`src/rtl/seg_display_scan.sv`:
```
// 8-digit multiplexed 7-segment scanner for the CPU syscall display word and performance counters.
// Optional build macro LEADING_ZERO_BLANK_EN blanks leading-zero digits above digit 0.
module seg_display_scan #(
  parameter logic [15:0] REFRESH_DIV = 16'd50000,
  parameter int          NUM_DIGITS  = 8
) (
  input  logic        clk,
  input  logic        rst,
  input  logic        led_cpu_enable,
  input  logic [31:0] led_data_in,
  input  logic [31:0] total_cycles,
  input  logic [31:0] condi_branch_num,
  input  logic [31:0] uncondi_branch_num,
  input  logic [31:0] bubble_num,
  input  logic [2:0]  disp_sel,
  output logic [7:0]  an,
  output logic [7:0]  seg
);

  typedef enum logic {
    S_BLANK = 1'b0,
    S_SHOW  = 1'b1
  } state_t;

  state_t      state_q, state_d;
  logic [15:0] pre_cnt;
  logic [2:0]  digit_q;
  logic [31:0] data_q;
  logic [31:0] snap_q;
  logic        seen_q;
  logic [7:0]  an_q, seg_q;

  logic        tick;
  logic        frame_start;
  logic        sel_syscall;
  logic [31:0] sel_word;
  logic [3:0]  nibble;
  logic        dp_n;
  logic [7:0]  an_d, seg_d;

  assign tick        = (pre_cnt == REFRESH_DIV - 16'd1);
  assign frame_start = (state_q == S_BLANK) && (digit_q == 3'd0);
  assign sel_syscall = (disp_sel == 3'd0) || (disp_sel >= 3'd5);
  assign nibble      = snap_q[{digit_q, 2'b00} +: 4];
  assign dp_n        = !((digit_q == 3'd0) && sel_syscall && seen_q);

  function automatic logic [6:0] hex_font(input logic [3:0] v);
    case (v)
      4'h0: hex_font = 7'h40;
      4'h1: hex_font = 7'h79;
      4'h2: hex_font = 7'h24;
      4'h3: hex_font = 7'h30;
      4'h4: hex_font = 7'h19;
      4'h5: hex_font = 7'h12;
      4'h6: hex_font = 7'h02;
      4'h7: hex_font = 7'h78;
      4'h8: hex_font = 7'h00;
      4'h9: hex_font = 7'h10;
      4'hA: hex_font = 7'h08;
      4'hB: hex_font = 7'h03;
      4'hC: hex_font = 7'h46;
      4'hD: hex_font = 7'h21;
      4'hE: hex_font = 7'h06;
      default: hex_font = 7'h0E;
    endcase
  endfunction

  always_comb begin
    case (disp_sel)
      3'd1:    sel_word = total_cycles;
      3'd2:    sel_word = condi_branch_num;
      3'd3:    sel_word = uncondi_branch_num;
      3'd4:    sel_word = bubble_num;
      default: sel_word = data_q;
    endcase
  end

  // NOTE: every always_comb output gets a default first so no path can infer a latch.
  always_comb begin
    state_d = state_q;
    case (state_q)
      S_BLANK: state_d = S_SHOW;
      S_SHOW:  if (tick) state_d = S_BLANK;
      default: state_d = S_BLANK;
    endcase
  end

  // Output word for the current state; registered below for a glitch-free drive.
  always_comb begin
    an_d  = 8'hFF;
    seg_d = 8'hFF;
    if (state_q == S_SHOW) begin
      an_d  = ~(8'b1 << digit_q);
      seg_d = {dp_n, hex_font(nibble)};
`ifdef LEADING_ZERO_BLANK_EN
      if ((digit_q != 3'd0) && ((snap_q >> {digit_q, 2'b00}) == 32'd0))
        seg_d = 8'hFF;
`endif
    end
  end

  // NOTE: sequential state uses non-blocking assignments so all registers see pre-edge values.
  always_ff @(posedge clk) begin
    if (rst) begin
      state_q <= S_BLANK;
      pre_cnt <= 16'd0;
      digit_q <= 3'd0;
      data_q  <= 32'd0;
      snap_q  <= 32'd0;
      seen_q  <= 1'b0;
      an_q    <= 8'hFF;
      seg_q   <= 8'hFF;
    end else begin
      state_q <= state_d;
      pre_cnt <= tick ? 16'd0 : pre_cnt + 16'd1;
      if ((state_q == S_SHOW) && tick)
        digit_q <= (digit_q == 3'(NUM_DIGITS - 1)) ? 3'd0 : digit_q + 3'd1;
      if (led_cpu_enable) begin
        data_q <= led_data_in;
        seen_q <= 1'b1;
      end
      // Sampling only at frame start keeps a whole frame coherent.
      if (frame_start)
        snap_q <= sel_word;
      an_q  <= an_d;
      seg_q <= seg_d;
    end
  end

  assign an  = an_q;
  assign seg = seg_q;

endmodule

```
`config.mk`:
```
export PLATFORM = sky130hd
export DESIGN_NAME = seg_display_scan
export DESIGN_NICKNAME = d
export VERILOG_FILES = /design/src/rtl/seg_display_scan.sv
export SDC_FILE = /design/constraint.sdc
export NUM_CORES = 1
export LEC_CHECK = 0
export ABC_AREA = 1
export CAP_MARGIN = 20
export CORE_MARGIN = 3
export CORE_UTILIZATION = 50
export CTS_CLUSTER_SIZE = 10
export DETAILED_ROUTE_END_ITERATION = 12
export PLACE_DENSITY = 0.83
export SLEW_MARGIN = 20
export SYNTH_ARGS = -nofsm -noshare
export SYNTH_HDL_FRONTEND = slang
export SYNTH_SLANG_ARGS = --single-unit
```
`constraint.sdc`:
```
create_clock -name clk -period 3.33 [get_ports clk]
set_input_delay 0.666 -clock clk [delete_from_list [all_inputs] [get_ports clk]]
set_output_delay 0.666 -clock clk [all_outputs]
set_load 0.005 [all_outputs]
```
==> results of run 1 <==
## power by group through the flow
stage	Combinational (mW)	Clock [mW]	Sequential [mW]
finish	0.529	0.693	1.31
global route	0.588	0.745	1.31
CTS	0.528	0.698	1.31
detailed placement	0.526	0	1.33
global placement	0.516	0	1.33
floorplan	0.248	0	1.32
## worst max-delay path, delay by kind of cell, from the launching register on
kind | cells | cell delay, ps
adders and majority gates | 1 | 270
buffers and inverters | 2 | 930
AOI/OAI and AO/OA | 1 | 100
DFF | 1 | 480
and+or+nand+nor | 3 | 650
## cells by family (layout without fill, tap and decap cells)
logic type	count (synthesis)	in the layout	synth area share
buf+inv	170	334	0.127
simple gates	478	478	0.351
xor+xnor	3	3	0.00471
compound gates	138	138	0.125
flops	101	101	0.362
fa+ha+maj	13	13	0.0291
## sequential cells by signal (all words and copies together) (netlist names)
| register | count |
|---|---|
| an | 8 |
| seen_q | 1 |
| state_q | 1 |
| pre_cnt | 16 |
| seg | 8 |
| data_q | 32 |
| digit_q | 3 |
| snap_q | 32 |
## cell usage in the layout, fill, tap and decap left out, types with 3 or more instances in the layout
cell type | netlist | final
sky130_fd_sc_hd__ha_1 | 13 | 13
sky130_fd_sc_hd__clkbuf_8 | 0 | 11
sky130_fd_sc_hd__inv_1 | 121 | 121
sky130_fd_sc_hd__nand2_1 | 247 | 246
sky130_fd_sc_hd__clkdlybuf4s50_1 | 0 | 181
sky130_fd_sc_hd__a21oi_1 | 42 | 42
sky130_fd_sc_hd__xor2_1 | 3 | 3
sky130_fd_sc_hd__o21ai_1 | 7 | 7
sky130_fd_sc_hd__nor3_1 | 10 | 10
sky130_fd_sc_hd__nand3_1 | 71 | 71
sky130_fd_sc_hd__buf_4 | 5 | 13
sky130_fd_sc_hd__nand4_1 | 15 | 15
sky130_fd_sc_hd__dfxtp_1 | 101 | 101
sky130_fd_sc_hd__o21ai_0 | 86 | 86
sky130_fd_sc_hd__nor2_1 | 130 | 130
## metal layers
layer  global-route usage  vias to the layer above  share of wire
li1                     -                     3132              -
met1                0.335                     2777           0.43
met2                0.437                      208           0.48
met3               0.0522                       27          0.070
met4               0.0714                        0          0.018
met5                    0                        -              0
## stage by stage
step	hold WS, ps	instance area [sq um]	worst slack, ps	utilization
floorplan	381	5580	1570	-
global placement	427	7440	672	0.702
detailed placement	436	7440	565	0.702
CTS	460	7600	774	0.717
global route	475	7600	482	0.717
finish	464	7600	766	0.717
## area by class of cell
class,instances,area [sq um],area share
tap,136,170,0.0224
sequential,101,2020,0.266
clock buffer,12,155,0.0204
inverter,126,480,0.0632
multi-input combinational,632,2860,0.376
clock inverter,2,10.0,0.00132
timing repair buffer,194,1910,0.251
## how the worst max path moves through the flow
| stage | start | endpoint | slack (ps) | cells past startpoint |
|---|---|---|---|---|
| after global placement | disp_sel[0] | snap_q[13] | 670 | 9 |
| after global routing | digit_q[0] | snap_q[2] | 480 | 7 |
| after floorplan | digit_q[0] | seg[5] | 1570 | 12 |
| after detailed placement | disp_sel[2] | snap_q[13] | 570 | 9 |
| final | digit_q[0] | snap_q[2] | 770 | 7 |
| after CTS | digit_q[0] | snap_q[2] | 770 | 7 |
==> impl_metrics.tcl, run 1 <==
set metrics [dict create \
    outcome "finished clean" \
    clock-skew-final_ps 6.05 \
    floorplan.core_area_sq_um 10600 \
    synth_top_cell_area_share 0.362 \
    crit_type "reg -> reg" \
    synth.yosys.seq_area_share 0.362 \
    netlist_area_sq_um 5580 \
    core.rowCount 37 \
    gr-total-overflow 0 \
    grt_antenna_before_repair 0 \
    pwr_density_cell_nw_per_um2 333 \
    synth.avg_cell_area_sq_um 6.18 \
    worst-r2r-setup-slack_ps 770 \
    yosysMostFrequentCell "sky130_fd_sc_hd__nand2_1" \
    grt_start_max_net_pins 46 \
    grt_pass1_wl_um 26600 \
    critical-path-slowest-cell "sky130_fd_sc_hd__clkinv_1" \
    dieHeight_um 112 \
    power.static_leakage_nw 3.43 \
    hold_path.class "reg -> reg" \
    power.share.sequential 0.517 \
    ctsRootBufferMaster "sky130_fd_sc_hd__clkbuf_8" \
    cts-resized-gates 0 \
    timing.critical_path.arrival_ps 2820 \
    tritoncts "done" \
    htree_levels 3 \
    power.combinational.fraction 0.209 \
    post_synth_main_area_contributors "sky130_fd_sc_hd__dfxtp_1 (36%), sky130_fd_sc_hd__nand2_1 (17%), sky130_fd_sc_hd__nor2_1 (8.7%)" \
    worst_setup_hold_path_clk_slew_ps 90 \
    clock_sinks 101 \
    postCtsSetupRepairBufs 0 \
    hold_depth 1 \
    grt_setup_unrepaired "false" \
    worst_skew_pair.late_latency_ps 370 \
    route.vias.total 6144 \
    drtIter0Drc 389 \
    timing.fmax_mhz 390 \
    hold_viol 0 \
    dpl.hpwl_um 12400 \
    switching_power_as_a_share_of_total_power 0.265 \
    path_cells "inv_4, ha_1, nand2_4, nor2_4, clkinv_1, nand2_1, a21oi_1" \
    min_to "seg[7]" \
    gp_congestion 0.907 \
    antenna-diode-count 0 \
    r2r_end "snap_q[2]" \
    ff_latch_count_synth 101 \
    ff2ff_path_depth 7 \
    worst-endpoint-required_ps 3580 \
    timing.max_slew.rel_slack 0.473 \
    area_growth_syn_to_layout_pct 36.3 \
    top_level_ports 182 \
    synthesis.yosys.warnings 0 \
    clockBufferDepth 2 \
    layout-drive-gt1-share 0.0337 \
    setup_total_negative_slack_ps 0 \
    clock_power_share 0.274 \
    worst_setup_path_start_kind "register" \
    synth-edff-count 0 \
    die_width_um 112 \
    grt_pass1_vias 5657 \
    synth_top_cells_by_count "sky130_fd_sc_hd__nand2_1 (247), sky130_fd_sc_hd__nor2_1 (130), sky130_fd_sc_hd__inv_1 (121)" \
    global_route.usage.total 0.258 \
    route.antenna.remaining_nets 0 \
    timing.hold.worst.start "seen_q" \
    routed_wl_um 16500 \
    max_stage_delay_ps 690 \
    internal_power_mw 1.86 \
    ys_dominant_reg_cell "sky130_fd_sc_hd__dfxtp_1" \
    final_cell_count_no_fill 1203 \
    fin_crit_ps 2560 \
    final_setup_vio_count 0 \
    max_slew.worst_pin.slew_ps 788 \
    vias_per_cell 5.11 \
    floorplan.initialDensity 0.526 \
    synth.distinct_cells 29 \
    tritoncts.num_buffers 9 \
    worst-path-max-fanout 26 \
    slew_violations 0 \
    syn-instance-count 903 \
    synth_nets 1082 \
    maximum_vdd_ir_drop_uv 255 \
    floorplan.die_area_sq_um 12500 \
    firstDrtPassIters 5 \
    port_buffers 181 \
    cts_hold_buf 0 \
    dp_cells 1189 \
    final_net_count 1243 \
    ys_async_sr_fraction 0 \
    maxCapViolCount 0 \
    post-route-period-util 0.770 \
    wl_per_cell_um 13.7 \
    drc 0 \
    fillCellCount 933 \
    total_switching_power_mw 0.669 \
    synthDominantAreaCellType "sky130_fd_sc_hd__dfxtp_1" \
    fin_total_pwr_mw 2.53 \
    critPathCaptureType "register" \
    r2r-start "digit_q[0]" \
]
Power figures use the tool's default switching activity.
==> run 2: changes to the inputs <==
CORE_UTILIZATION = 47   (was 50)
PLACE_DENSITY = 0.78   (was 0.83)
clock period = 2.4 ns   (was 3.33 ns; I/O delays follow)
==> run 2 against run 1 <==
Setup slack worse by 310 ps. Critical path depth grew 4. Design area is 2.9% higher. Non-clock buffer count is 6 higher. Power is 57% higher. Global-route usage is 0.71 points lower. Via count down 1.8%. Combinational power increased by 42%. Final cell count rose by 1.1%. Clock power up 100%. Sequential power is 38% higher. Critical endpoint is now seg[0]. Largest cell class unchanged. Highest routed layer unchanged.
==> impl_metrics.tcl, run 2 (same netlist as run 1, synthesis figures left out) <==
set metrics [dict create \
    global_route.usage.total 0.251 \
    power.combinational.fraction 0.188 \
    drc 0 \
    area_growth_syn_to_layout_pct 40.3 \
    final_cell_count_no_fill 1216 \
    hold_viol 0 \
    slew_violations 0 \
    port_buffers 181 \
    power.static_leakage_nw 3.52 \
    dieHeight_um 115 \
    core.rowCount 39 \
    dpl.hpwl_um 12200 \
    timing.max_slew.rel_slack 0.317 \
    worst-endpoint-required_ps 2630 \
    htree_levels 3 \
    worst_setup_hold_path_clk_slew_ps 60 \
    critPathCaptureType "register" \
    floorplan.die_area_sq_um 13200 \
    pwr_density_cell_nw_per_um2 509 \
    hold_path.class "reg -> reg" \
    grt_pass1_vias 5722 \
    max_stage_delay_ps 430 \
    fin_crit_ps 1940 \
    route.antenna.remaining_nets 0 \
    final_net_count 1249 \
    gr-total-overflow 0 \
    placement.setup.worst_slack_ps 177 \
    worst-r2r-setup-slack_ps 460 \
    layout-drive-gt1-share 0.0391 \
    post-route-period-util 0.810 \
    die_width_um 115 \
    timing.critical_path.max_delay_family "simple AND/OR/NAND/NOR gates" \
    wl_per_cell_um 13.3 \
    maxCapViolCount 0 \
    path_cells "buf_4, nand2_1, nand3_1, nand3_1, nand2_1, inv_1, ha_1, inv_1, nand3_1, nand3_1, nand3_1" \
    outcome "finished clean" \
    gp_congestion 0.859 \
    timing.fmax_mhz 514 \
    critical_path.n_buffers_inverters 3 \
    top_registers "data_q x32, snap_q x32, pre_cnt x16" \
    max_slew.worst_pin.slew_ps 1020 \
    grt_pass1_wl_um 26900 \
    ctsRootBufferMaster "sky130_fd_sc_hd__clkbuf_16" \
    timing.critical_path.arrival_ps 2170 \
    route.vias.total 6032 \
    total_switching_power_mw 0.979 \
    firstDrtPassIters 5 \
    top_level_ports 182 \
    most-common-layout-cells "sky130_fd_sc_hd__nand2_1 (246), sky130_fd_sc_hd__clkdlybuf4s50_1 (181), sky130_fd_sc_hd__nor2_1 (130)" \
    drtIter0Drc 485 \
    clock-skew-final_ps 9.06 \
    antenna-diode-count 0 \
    clock_power_share 0.356 \
    critPathMostFrequentCell "sky130_fd_sc_hd__nand3_1" \
    grt_start_max_net_pins 40 \
    internal_power_mw 3.00 \
    timing.final.ws_setup_ps 456 \
    layout.cells.most_common "sky130_fd_sc_hd__nand2_1" \
    tritoncts.num_buffers 9 \
    clockBufferDepth 2 \
    maximum_vdd_ir_drop_uv 338 \
    setup_total_negative_slack_ps 0 \
    final_core_utilization 0.680 \
    tritoncts "done" \
    switching_power_as_a_share_of_total_power 0.246 \
    power.share.sequential 0.456 \
    worst_setup_path_start_kind "register" \
    clock_sinks 101 \
    crit_type "reg -> reg" \
    dp_cells 1202 \
    finalInstanceArea_sq_um 7830 \
    routed_wl_um 16200 \
    worst_skew_pair.late_latency_ps 350 \
    final.hold.worst_slack_ps 437 \
    critical-path-slowest-cell "sky130_fd_sc_hd__dfxtp_1" \
    placed_cell_area_sq_um 7540 \
    worst-path-max-fanout 9 \
    floorplan.core_area_sq_um 11500 \
    grt_setup_unrepaired "false" \
    vias_per_cell 4.96 \
    grt_antenna_before_repair 0 \
    floorplan.initialDensity 0.485 \
    fin_total_pwr_mw 3.98 \
    final_setup_vio_count 0 \
]
==> run 2: cell types whose count changed in the layout (fill, tap and decap cells not counted), moves of 2 or more <==
cell                        before  now
sky130_fd_sc_hd__clkbuf_16       0    9
sky130_fd_sc_hd__clkbuf_8       11    1
sky130_fd_sc_hd__buf_12          0    4
sky130_fd_sc_hd__buf_4          13   15
==> run 2: layout make-up <==
class / instances / area, sq um
clock buffers: 12 / 246
clock inverters: 2 / 35.0
fillers: 1100 / 3690
inverters: 126 / 484
multi-input cells: 632 / 2860
flip-flops and latches: 101 / 2020
well taps: 143 / 179
repair buffers: 200 / 2000
==> run 2: power by group through the flow <==
stage / Combinational (mW) / Sequential [mW] / Clock (mW)
2_1_floorplan: 0.344 / 1.84 / 0
3_3_place_gp: 0.738 / 1.85 / 0
3_5_place_dp: 0.744 / 1.85 / 0
4_1_cts: 0.749 / 1.81 / 1.44
5_1_grt: 0.843 / 1.82 / 1.51
6_report: 0.749 / 1.81 / 1.42
==> run 2: path summary, 6_finish.rpt <==
kind,from,to,depth (start not counted)
setup / recovery,digit_q[0],seg[0],11
hold / removal,seen_q,seg[7],1
setup reg to reg,digit_q[0],seg[0],11
hold reg to reg,seen_q,seg[7],1
==> run 2: timing repair <==
item | CTS | global route
gates resized for setup | 0 | 1
setup buffers | 0 | 0
endpoints found under the setup margin | 0 | 8
hold buffers | 0 | 0
==> run 2: per-layer routing <==
metal	wire, um	vias up	global-route usage	share of wire
li1	-	3150	-	-
met1	7280	2661	0.331	0.45
met2	7650	193	0.414	0.47
met3	996	28	0.0574	0.061
met4	274	0	0.0720	0.017
met5	0	-	0	0
==> run 3: changes to the inputs <==
clock period = 2 ns   (was 2.4 ns; I/O delays follow)
==> run 3 against run 2 <==
First-iteration DRC count shrank 4.7%. Die area is the same. Sequential share of layout area shrank 0.57 points. Clock-buffer cell count grew 1. Critical endpoint is now snap_q[10]. Largest cell class unchanged.
==> impl_metrics.tcl, run 3 (same netlist as run 1, synthesis figures left out) <==
set metrics [dict create \
    outcome "finished clean" \
    cts_hold_buf 0 \
    crit_type "reg -> reg" \
    layout-drive-gt1-share 0.0568 \
    r2r-start "digit_q[0]" \
    dp_cells 1218 \
    timing.max_slew.rel_slack 0.732 \
    wl_met2_um 7750 \
    cts-resized-gates 0 \
    setup_total_negative_slack_ps 0 \
    area_growth_syn_to_layout_pct 43.5 \
    final_net_count 1265 \
    core.rowCount 39 \
    timing.critical_path.arrival_ps 2070 \
    critical_path.startpoint "digit_q[0]" \
    layout.cells.most_common "sky130_fd_sc_hd__nand2_1" \
    fillCellCount 1004 \
    m1WireLength_um 7330 \
    worst-path-max-fanout 21 \
    floorplan.initialDensity 0.485 \
    routed_wl_um 16300 \
    top_registers "data_q x32, snap_q x32, pre_cnt x16" \
    wl_per_cell_um 13.2 \
    placed_cell_area_sq_um 7690 \
    placement.setup.worst_slack_ps -118 \
    vias_per_cell 4.89 \
    clock_sinks 101 \
    seq_area_sq_um 2020 \
    global_route.usage.total 0.247 \
    floorplan.die_area_sq_um 13200 \
    die_width_um 115 \
    worst-endpoint-required_ps 2240 \
    worst_setup_path_start_kind "register" \
    htree_levels 3 \
    grt_antenna_before_repair 0 \
    grt_pass1_vias 5513 \
    tritoncts "done" \
    grt_pass1_wl_um 26300 \
    drtIter0Drc 462 \
    route.vias.total 6032 \
    drc 0 \
    fin_crit_ps 1830 \
    maximum_vdd_ir_drop_uv 450 \
    gr-total-overflow 0 \
    route.antenna.remaining_nets 0 \
    fin_total_pwr_mw 4.91 \
    pwr_density_cell_nw_per_um2 613 \
    top_level_ports 182 \
    firstDrtPassIters 5 \
    worst_setup_hold_path_clk_slew_ps 70 \
    maxCapViolCount 0 \
    clock-skew-final_ps 6.29 \
    dr_wl_met3_um 931 \
    critPathCaptureType "register" \
    most-common-layout-cells "sky130_fd_sc_hd__nand2_1 (245), sky130_fd_sc_hd__clkdlybuf4s50_1 (181), sky130_fd_sc_hd__nor2_1 (130)" \
    gp_congestion 0.860 \
    finalInstanceArea_sq_um 8010 \
    dr.max_layer_used "met4" \
    slew_violations 0 \
    worst_skew_pair.late_latency_ps 350 \
    post-route-period-util 0.914 \
    multi_input_comb_area_sq_um 2860 \
    max_slew.worst_pin.slew_ps 401 \
    final_cell_count_no_fill 1234 \
    grt_start_max_net_pins 40 \
    hold_path.class "reg -> reg" \
    postCtsSetupRepairBufs 0 \
    floorplan.core_area_sq_um 11500 \
    port_buffers 181 \
    ctsRootBufferMaster "sky130_fd_sc_hd__clkbuf_16" \
    timing.hold.worst.start "seen_q" \
    timing.final.ws_setup_ps 172 \
    clockBufferDepth 2 \
    timing.fmax_mhz 547 \
    antenna-diode-count 0 \
    final_setup_vio_count 0 \
    dpl.hpwl_um 12700 \
    hold_viol 0 \
    power.static_leakage_nw 3.63 \
    dieHeight_um 115 \
    tritoncts.num_buffers 9 \
]
run 3: changes by cell type in the layout (fill, tap and decap cells not counted), sizes merged:
cell / before / now
buf: 19 / 35
clkbuf: 12 / 13
clkinv: 1 / 2
run 3: worst paths after layout:
kind	end	slack [ps]	cells after the start
worst max register to register	snap_q[10]	170	8
worst min register to register	seg[7]	430	1
worst min-delay path	seg[7]	430	1
worst max-delay path	snap_q[10]	170	8
run 3: critical path, stage by stage, from the launching register on:
cell                       delay [ps]
sky130_fd_sc_hd__dfxtp_2          340
sky130_fd_sc_hd__inv_4            150
sky130_fd_sc_hd__ha_1             250
sky130_fd_sc_hd__nand2_4           80
sky130_fd_sc_hd__nor2_4           210
sky130_fd_sc_hd__clkinv_1         300
sky130_fd_sc_hd__buf_12           250
sky130_fd_sc_hd__nand2_1           70
sky130_fd_sc_hd__a21oi_1           70
run 3: layer usage:
layer / up-vias / GRT usage
li1: 3177 / -
met2: 182 / 0.400
met5: - / 0
met3: 18 / 0.0616
met4: 0 / 0.0618
met1: 2655 / 0.331
run 3: report_power, final:
part	internal, mW	total (mW)	switching [mW]
combinational	0.512	0.929	0.417
sequential	2.12	2.18	0.0527
clock	1.07	1.81	0.737
total	3.70	4.91	1.21
run 3: per-stage QoR:
stage | hold WS [ps] | util
final | 433 | 0.695
after global routing | 446 | 0.695
after CTS | 435 | 0.695
after detailed placement | 413 | 0.668
after global placement | 412 | 0.668
after floorplan | 381 | -
run 3: cell type report:
type                    instances  area share
clock inverters                 3     0.00531
multi-input cells             632       0.357
inverters                     126      0.0600
clock buffers                  13      0.0337
repair buffers                216       0.269
flip-flops and latches        101       0.253
well taps                     143      0.0223
